**config.mk**
```make
export PLATFORM = sky130hd
export DESIGN_NAME = ps2_scan_rx_flat
export DESIGN_NICKNAME = d
export VERILOG_FILES = /design/src/rtl/ps2_scan_rx_if.sv /design/src/rtl/ps2_scan_rx.sv /design/src/flat_wrapper.sv
export SDC_FILE = /design/constraint.sdc
export NUM_CORES = 1
export LEC_CHECK = 0
export ABC_AREA = 1
export ABC_CLOCK_PERIOD_IN_PS = 1400
export CAP_MARGIN = 30
export CORE_MARGIN = 4
export CORE_UTILIZATION = 54
export CTS_BUF_LIST = sky130_fd_sc_hd__clkbuf_4
export DETAILED_ROUTE_END_ITERATION = 8
export GPL_ROUTABILITY_DRIVEN = 0
export PLACE_DENSITY_LB_ADDON = 0.08
export SLEW_MARGIN = 20
export SYNTH_ARGS = -nofsm -noshare
export SYNTH_HDL_FRONTEND = slang
export SYNTH_SLANG_ARGS = --single-unit
export TNS_END_PERCENT = 30
```
**constraint.sdc**
```tcl
create_clock -name Clk -period 1.4 [get_ports Clk]
set_input_delay 0.28 -clock Clk [delete_from_list [all_inputs] [get_ports Clk]]
set_output_delay 0.28 -clock Clk [all_outputs]
set_load 0.01 [all_outputs]
```
**src/rtl/ps2_scan_rx_if.sv**
```systemverilog
// Key-event bus from the PS/2 receiver to the key tracking logic.
// Latency: none, pure signal bundle.
// Backpressure: none; consumers must take keyValid/error strobes when they occur.
interface ps2_scan_rx_if;
   logic [7:0] keyData;
   logic       press;
   logic       ext;
   logic       keyValid;
   logic       parity_err;
   logic       frame_err;

   modport master (output keyData, press, ext, keyValid, parity_err, frame_err);
   modport slave  (input  keyData, press, ext, keyValid, parity_err, frame_err);
endinterface

```
**src/rtl/ps2_scan_rx.sv**
```systemverilog
// Host-side PS/2 keyboard receiver: deserialises 11-bit frames, strips F0/E0 prefixes, emits key events.
// Latency: keyValid rises one clk after the cycle in which the stop-bit falling edge is seen.
// Backpressure: none; events and error strobes are single-cycle and must be sampled when asserted.
// Build option: define PS2_EXTENDED_EN to track the 0xE0 prefix and report it on ext.
module ps2_scan_rx #(
   parameter int SYNC_STAGES    = 2,
   parameter int TIMEOUT_CYCLES = 50000
) (
   input  logic          Clk,
   input  logic          Reset,
   input  logic          ps2_clk,
   input  logic          ps2_data,
   ps2_scan_rx_if.master key_bus
);
   localparam int TW = $clog2(TIMEOUT_CYCLES + 1);

   typedef enum logic [1:0] {IDLE, DATA, PARITY, STOP} state_t;

   logic [SYNC_STAGES-1:0] clk_sync;
   logic [SYNC_STAGES-1:0] data_sync;
   logic                   clk_prev;
   logic                   clk_s;
   logic                   data_s;
   logic                   fe;

   state_t                 state_q;
   state_t                 state_d;
   logic [7:0]             shift_q;
   logic [2:0]             bit_cnt;
   logic                   par_q;
   logic [TW-1:0]          to_cnt;
   logic                   timeout;
   logic                   stop_fe;
   logic                   byte_ok;
   logic                   break_pend;

   assign clk_s   = clk_sync[SYNC_STAGES-1];
   assign data_s  = data_sync[SYNC_STAGES-1];
   assign fe      = clk_prev & ~clk_s;
   // Stop bit must be 1 and data plus parity must carry an odd number of ones.
   assign byte_ok = data_s & (^{shift_q, par_q});

   // Synchronise the raw lines; preset high so reset never fakes a falling edge.
   always_ff @(posedge Clk or negedge Reset) begin
      if (!Reset) begin
         clk_sync  <= '1;
         data_sync <= '1;
         clk_prev  <= 1'b1;
      end else begin
         clk_sync  <= {clk_sync[SYNC_STAGES-2:0], ps2_clk};
         data_sync <= {data_sync[SYNC_STAGES-2:0], ps2_data};
         clk_prev  <= clk_s;
      end
   end

   // Frame state register.
   always_ff @(posedge Clk or negedge Reset) begin
      if (!Reset) state_q <= IDLE;
      else        state_q <= state_d;
   end

   // Next state; a falling edge in the same cycle as the timeout wins.
   always_comb begin
      state_d = state_q;
      timeout = 1'b0;
      stop_fe = 1'b0;
      if (state_q != IDLE && !fe && to_cnt == TW'(TIMEOUT_CYCLES - 1)) begin
         timeout = 1'b1;
         state_d = IDLE;
      end else if (fe) begin
         case (state_q)
            IDLE:    if (!data_s) state_d = DATA;
            DATA:    if (bit_cnt == 3'd7) state_d = PARITY;
            PARITY:  state_d = STOP;
            STOP: begin
               state_d = IDLE;
               stop_fe = 1'b1;
            end
            default: state_d = IDLE;
         endcase
      end
   end

   // Shift register, bit counter and parity capture, all advanced on falling edges only.
   always_ff @(posedge Clk or negedge Reset) begin
      if (!Reset) begin
         shift_q <= '0;
         bit_cnt <= '0;
         par_q   <= 1'b0;
      end else if (fe) begin
         case (state_q)
            IDLE: if (!data_s) begin
               shift_q <= '0;
               bit_cnt <= '0;
            end
            DATA: begin
               shift_q <= {data_s, shift_q[7:1]};
               bit_cnt <= bit_cnt + 3'd1;
            end
            PARITY:  par_q <= data_s;
            default: ;
         endcase
      end
   end

   // Inactivity timer: idles at zero and restarts on every keyboard clock edge.
   always_ff @(posedge Clk or negedge Reset) begin
      if (!Reset)                      to_cnt <= '0;
      else if (state_q == IDLE || fe)  to_cnt <= '0;
      else                             to_cnt <= to_cnt + TW'(1);
   end

   // Code layer: prefix tracking, held key outputs and single-cycle strobes.
   always_ff @(posedge Clk or negedge Reset) begin
      if (!Reset) begin
         break_pend          <= 1'b0;
         key_bus.keyData     <= '0;
         key_bus.press       <= 1'b0;
         key_bus.keyValid    <= 1'b0;
         key_bus.parity_err  <= 1'b0;
         key_bus.frame_err   <= 1'b0;
      end else begin
         key_bus.keyValid   <= 1'b0;
         key_bus.parity_err <= 1'b0;
         key_bus.frame_err  <= 1'b0;
         if (timeout) begin
            key_bus.frame_err <= 1'b1;
            break_pend        <= 1'b0;
         end else if (stop_fe) begin
            if (!byte_ok) begin
               key_bus.parity_err <= 1'b1;
               break_pend         <= 1'b0;
            end else if (shift_q == 8'hF0) begin
               break_pend <= 1'b1;
            end else if (shift_q != 8'hE0) begin
               key_bus.keyData  <= shift_q;
               key_bus.press    <= ~break_pend;
               key_bus.keyValid <= 1'b1;
               break_pend       <= 1'b0;
            end
         end
      end
   end

`ifdef PS2_EXTENDED_EN
   logic ext_pend;

   // Extended-prefix tracking; ext is held alongside keyData.
   always_ff @(posedge Clk or negedge Reset) begin
      if (!Reset) begin
         ext_pend    <= 1'b0;
         key_bus.ext <= 1'b0;
      end else if (timeout || (stop_fe && !byte_ok)) begin
         ext_pend <= 1'b0;
      end else if (stop_fe) begin
         if (shift_q == 8'hE0) begin
            ext_pend <= 1'b1;
         end else if (shift_q != 8'hF0) begin
            key_bus.ext <= ext_pend;
            ext_pend    <= 1'b0;
         end
      end
   end
`else
   assign key_bus.ext = 1'b0;
`endif

endmodule

```
**src/flat_wrapper.sv**
```systemverilog
// flat-port wrapper written by rule: the top's interface ports become plain ports
module ps2_scan_rx_flat 
#(
   parameter int SYNC_STAGES    = 2,
   parameter int TIMEOUT_CYCLES = 50000
)
  (Clk, Reset, ps2_clk, ps2_data, key_bus_keyData, key_bus_press, key_bus_ext, key_bus_keyValid, key_bus_parity_err, key_bus_frame_err);
  ps2_scan_rx_if key_bus_i ();
  input  logic Clk;
  input  logic Reset;
  input  logic ps2_clk;
  input  logic ps2_data;
  output wire logic [$bits(key_bus_i.keyData)-1:0] key_bus_keyData;
  output wire logic [$bits(key_bus_i.press)-1:0] key_bus_press;
  output wire logic [$bits(key_bus_i.ext)-1:0] key_bus_ext;
  output wire logic [$bits(key_bus_i.keyValid)-1:0] key_bus_keyValid;
  output wire logic [$bits(key_bus_i.parity_err)-1:0] key_bus_parity_err;
  output wire logic [$bits(key_bus_i.frame_err)-1:0] key_bus_frame_err;
  assign key_bus_keyData = key_bus_i.keyData;
  assign key_bus_press = key_bus_i.press;
  assign key_bus_ext = key_bus_i.ext;
  assign key_bus_keyValid = key_bus_i.keyValid;
  assign key_bus_parity_err = key_bus_i.parity_err;
  assign key_bus_frame_err = key_bus_i.frame_err;
  ps2_scan_rx #(.SYNC_STAGES(SYNC_STAGES), .TIMEOUT_CYCLES(TIMEOUT_CYCLES)) u_core (.Clk(Clk), .Reset(Reset), .ps2_clk(ps2_clk), .ps2_data(ps2_data), .key_bus(key_bus_i));
endmodule
```
# Word-level counts from Yosys, hierarchy flattened
# Index checks and enable logic that the tools add are counted.
totals:
  output_inout_bits: 13
  word_cells: 76
  regBits: 48
classes:
  bitwise_logic: 6
  addsub: 2
  n_reduce_logical: 15
  n_eq_ne: 11
  muxes: 28
op_table:
  columns: ["cell", "count"]
  rows:
  - ["$mux W1", 18]
  - ["$add A16 B1 Y16 const B", 1]
  - ["$eq A16 B16 Y1 const B", 1]
  - ["$mux W16", 1]
  - ["$pmux W8 S2", 1]
  - ["$reduce_xor A9 Y1", 1]
  - ["$eq A8 B8 Y1 const B", 1]
  - ["$mux W2", 4]
  - ["$mux W8", 1]
  - ["$ne A8 B8 Y1 const B", 1]
  - ["$pmux W2 S4", 1]
  - ["$reduce_bool A2 Y1", 4]
  - ["$pmux W3 S2", 1]
  - ["$reduce_and A3 Y1", 2]
  - ["$reduce_and A5 Y1", 1]
  - ["$eq A2 B2 Y1 const B", 2]
  - ["$ne A4 B3 Y1 const B", 1]
  - ["$not A1 Y1", 4]
  - ["$reduce_and A2 Y1", 2]
  - ["$add A3 B1 Y3 const B", 1]
  - ["$eq A3 B3 Y1 const B", 1]
  - ["$mux W3", 1]
  - ["$ne A3 B1 Y1 const B", 1]
  - ["$ne A3 B3 Y1 const B", 1]
  - ["other kinds (7)", 9]

# Longest topological paths before layout
depth:
  ltp_word: 8
  ltp_mapped: 13

# Worst setup path before layout
# Ideal clock, no wire load.
synth_path:
  path_kind: "register to register"
  startpoint: "register u_core.state_q[0]"
  endpoint: "register u_core.key_bus.keyData[7]"
  n_path_buf: 1
  slack_ns: -0.078
  t_required_ns: 1.283
  t_arrival_ns: 1.361
  path_stages_with_launch: 10
  setup_ns: 0.117
  period_less_slack_ns: 1.478
  path_cell_list: "dfrtp_1 -> inv_1 -> ha_1 -> nor2_1 -> nand3_1 -> nand4_2 -> nor2_2 -> buf_6 -> nand2_1 -> nand2_1"
synth_between:
  elab_chain_cells: 6
  word_cells_on_any_way: 10
synth_lines:
  columns: ["item", "line_no", "source"]
  rows:
  - ["from (decl)", "ps2_scan_rx.sv:26", "state_t state_q;"]
  - ["from (signal assigned)", "ps2_scan_rx.sv:59", "else state_q <= state_d;"]
  - ["parallel branches: the longest is 5 deep, another holds $eq A2 B2 Y1", null, null]
  - ["$reduce_and A5 Y1 (no line) *", null, null]
  - ["to (signal assigned)", "ps2_scan_rx.sv:136", "key_bus.keyData <= shift_q;"]
  - ["to (decl)", "ps2_scan_rx_if.sv:12", "modport master (output keyData, press, ext, keyValid, parity_err, frame_err);"]
# Mark *: on every way between the ends.
# A chain may end at the register's enable or synchronous reset.

# Worst setup path after layout
layout_path:
  startpoint: "register u_core.shift_q[2]"
  endpoint: "register u_core.key_bus.keyData[3]"
layout_between:
  elab_chain_cells: 3
  word_cells_on_any_way: 6
layout_lines:
  columns: ["item", "line_no", "source"]
  rows:
  - ["from (decl)", "ps2_scan_rx.sv:28", "logic [7:0] shift_q;"]
  - ["from (signal assigned)", "ps2_scan_rx.sv:97", "shift_q <= {data_s, shift_q[7:1]};"]
  - ["$reduce_xor A9 Y1 or $eq A8 B8 Y1 (tied branches)", "ps2_scan_rx.sv:41, ps2_scan_rx.sv:133", null]
  - ["$and A1 B1 Y1 or $not A1 Y1 (tied branches)", null, null]
  - ["$reduce_and A5 Y1 (no line) *", null, null]
# Every way passes the cells marked *; elsewhere a longest branch is shown, timed or not.

==> flow_summary.yaml <==
detailed_routing:
  drt-total-wl_um: 5150
  drc_errors: 0
  avgRoutedWirePerCell_um: 12.7
  post_drt_via_cell_ratio: 5.04
  vias: 2040
  drt_iter0_markers: 74
  firstDrtPassIters: 4
  ant_nets: 0
synth:
  synth_area_leader_cell: "dfrtp_1"
  synthDistinctLibCells: 29
  yosys_warnings: 0
  synth.avg_cell_area_sq_um: 8.62
  syn-num-nets: 277
  synth_seq_area_share_pct: 52.8
  ys_ff_latch: 48
  synth_top_area_share_pct: 47.1
  synthCells: 265
  syn_area_sq_um: 2280
  synth_area_leaders: "dfrtp_1, nand2_1, dfstp_2, inv_1, ha_1"
global_route:
  grtUsageTotal_pct: 20.9
  grt_pass1_vias: 1988
  antenna_found_initial: 0
  grt_first_pass_wirelength_um: 8600
  overflow: 0
  grt_max_degree: 49
critical_path:
  reg2reg_slack_ns: -0.23
  cp_slowest_cell: "dfrtp_1"
  crit_top_cell: "nand2_2"
  cp.arrival_ns: 1.96
  end_kind: "flip-flop"
  slowest_delay_ns: 0.45
  cp_top_family: "simple AND/OR/NAND/NOR gates"
  path_cells: "inv_2 > nand2_2 > nand2_2 > nand2_2 > nand2_2 > nand2_2 > nand2_2 > nand2_2 > nand4_4 > nor2_4 > buf_6 > nand2_1 > nand2_1"
  criticalPathCategory: "flip-flop to flip-flop"
  critPathRequiredTime_ns: 1.73
  worstPathMaxFanout: 6
  cp-start-kind: "flip-flop"
  crit_buf_inv: 2
sta:
  tns_ns: -3.60
  finalHoldViolations: 0
  rsz0062_at_grt: "true"
  min_period_ns: 1.63
  whs_ns: 0.305
  slew_viol_final: 0
  finClkSkew_ns: 0.0155
  setup_viol: 23
  fmax_mhz: 613
  finalCritPeriodShare_pct: 117
  worst_slack_ns: -0.232
place:
  dp.cells: 385
  dpl.hpwl_um: 3410
  io_buffer_count: 15
pwr:
  p_leak_nw: 1.63
  ir_worst_vdd_mv: 0.727
  power_density_nw_per_um2: 1290
  p_total_w: 0.00416
cts:
  cts_num_sinks: 48
  cts_inserted_buffers: 5
  clock-root-buffer: "clkbuf_4"
  clk_pin_slew_ns: 0.14
  cts_tree: "yes"
  clk_path_buf_depth: 2
  clock_latency_ns: 0.37
  htreeDepth: 2
floorplan:
  io_pins: 17
  die_y_um: 73.0
  core-area_sq_um: 4060
  die_w_um: 73.0
  start_util_pct: 56.3
  dieArea_sq_um: 5340
  rows: 23
finish:
  area_growth_pct: 41.3
  nets: 366
  stdcell_count: 405
  drive_gt1_share_pct: 40.6
  num_antenna_cells: 0
run_status:
  failed_checks: "negative setup slack"
  outcome: "finished with violations"
min_path:
  hp-class: "input port to flip-flop"
job:
  drv_cap: 0
==> sequential cells by signal, indices dropped and copies added (netlist names) <==
register / cells
u_core.break_pend: 1
u_core.to_cnt: 16
u_core.key_bus.press: 1
u_core.key_bus.keyData: 8
u_core.clk_prev: 1
u_core.par_q: 1
u_core.shift_q: 8
u_core.key_bus.frame_err: 1
u_core.key_bus.parity_err: 1
u_core.state_q: 2
u_core.bit_cnt: 3
u_core.key_bus.keyValid: 1
u_core.clk_sync: 2
u_core.data_sync: 2
==> Yosys cell counts (all sizes together) <==
cell and count:
inv 36, buf 3, ha 8, o22ai 9, a21oi 14, xor2 1
nor3b 1, dfstp 5, dfrtp 43, nand2 71, o21ai 15, nand3 15
nor2 27, conb 1, clkinv 1, a31oi 1, nand4 8, nor3 5
xnor2 1
==> logic make-up (layout without fill, tap and decap cells) <==
logic type / after synthesis / count (layout) / synth area share, %
AO/OA/AOI/OAI: 39 / 39 / 9.09
XOR/XNOR: 2 / 2 / 0.767
adder cells (fa/ha/maj): 8 / 8 / 4.38
buffers and inverters: 40 / 130 / 7.12
flip-flops: 48 / 48 / 52.8
other: 1 / 1 / 0.164
AND/OR/NAND/NOR: 127 / 127 / 25.6
==> final cells by class <==
| type | count | area, sq um |
|---|---|---|
| clock buffer | 6 | 45.0 |
| clock inverter | 2 | 11.3 |
| fill | 271 | 830 |
| inverter | 37 | 141 |
| multi-input combinational | 177 | 1080 |
| sequential | 48 | 1210 |
| tap | 50 | 62.6 |
| timing repair buffer | 85 | 678 |
==> cell usage in the layout (no fill, tap or decap), types with 2 or more instances in the layout <==
| master | count |
|---|---|
| o21ai_2 | 4 |
| o21ai_0 | 9 |
| nand3_4 | 2 |
| o22ai_1 | 9 |
| dfrtp_2 | 2 |
| clkinv_1 | 2 |
| ha_1 | 6 |
| nand3_2 | 6 |
| nand2_1 | 54 |
| clkbuf_4 | 6 |
| dfstp_2 | 5 |
| dfrtp_1 | 41 |
| nand3_1 | 7 |
| nor2_4 | 5 |
| buf_6 | 2 |
| a21oi_1 | 13 |
| dlygate4sd2_1 | 12 |
| o21ai_1 | 2 |
| nor3_1 | 3 |
| inv_1 | 23 |
| buf_4 | 66 |
| nand2_2 | 17 |
| nor2_1 | 17 |
| clkdlybuf4s50_1 | 2 |
| nor2_2 | 5 |
| inv_2 | 12 |
| nand4_1 | 7 |
==> report_power, final <==
part / internal [W] / switching, W
Clock: 0.000211 / 0.000434
Combinational: 0.000871 / 0.000902
Sequential: 0.00158 / 0.000158
Total: 0.00266 / 0.00149
==> stage by stage <==
step / worst slack (ns) / util (%) / cell area, sq um
6_report: -0.232 / 79.6 / 3230
5_1_grt: -0.325 / 79.6 / 3230
4_1_cts: -0.174 / 77.1 / 3130
3_5_place_dp: -0.172 / 72.0 / 2920
3_3_place_gp: -0.142 / 72.0 / 2920
2_1_floorplan: -0.0717 / - / 2290
==> path summary, 6_finish.rpt <==
check / from / end / depth (start not counted)
max in group asynchronous: Reset / u_core.clk_sync[0]$_DFF_PN1_ / 3
hold reg to reg: u_core.data_sync[0]$_DFF_PN1_ / u_core.data_sync[1]$_DFF_PN1_ / 0
hold / removal: ps2_data / u_core.data_sync[0]$_DFF_PN1_ / 1
setup / recovery: u_core.shift_q[2]$_DFFE_PN0P_ / u_core.key_bus.keyData[3]$_DFFE_PN0P_ / 13
min in group asynchronous: Reset / u_core.key_bus.keyValid$_DFF_PN0_ / 3
setup reg to reg: u_core.shift_q[2]$_DFFE_PN0P_ / u_core.key_bus.keyData[3]$_DFFE_PN0P_ / 13
==> routing by layer <==
layer / GRT usage [%] / vias to the layer above / routed length [um]
met1: 26.2 / 967 / 2380
li1: - / 1030 / -
met5: 0 / - / 0
met2: 35.1 / 33 / 2480
met4: 7.38 / 0 / 100
met3: 4.82 / 10 / 186
==> repair_timing <==
item,4_1_cts,5_1_grt
pin swaps,11,10
hold buffers,1,0
gates resized for setup,44,21
endpoints found under the setup margin,46,37
setup buffers,6,5
cloned,0,0
hold endpoints to repair,43,0
(Power assumes the default switching activity.)
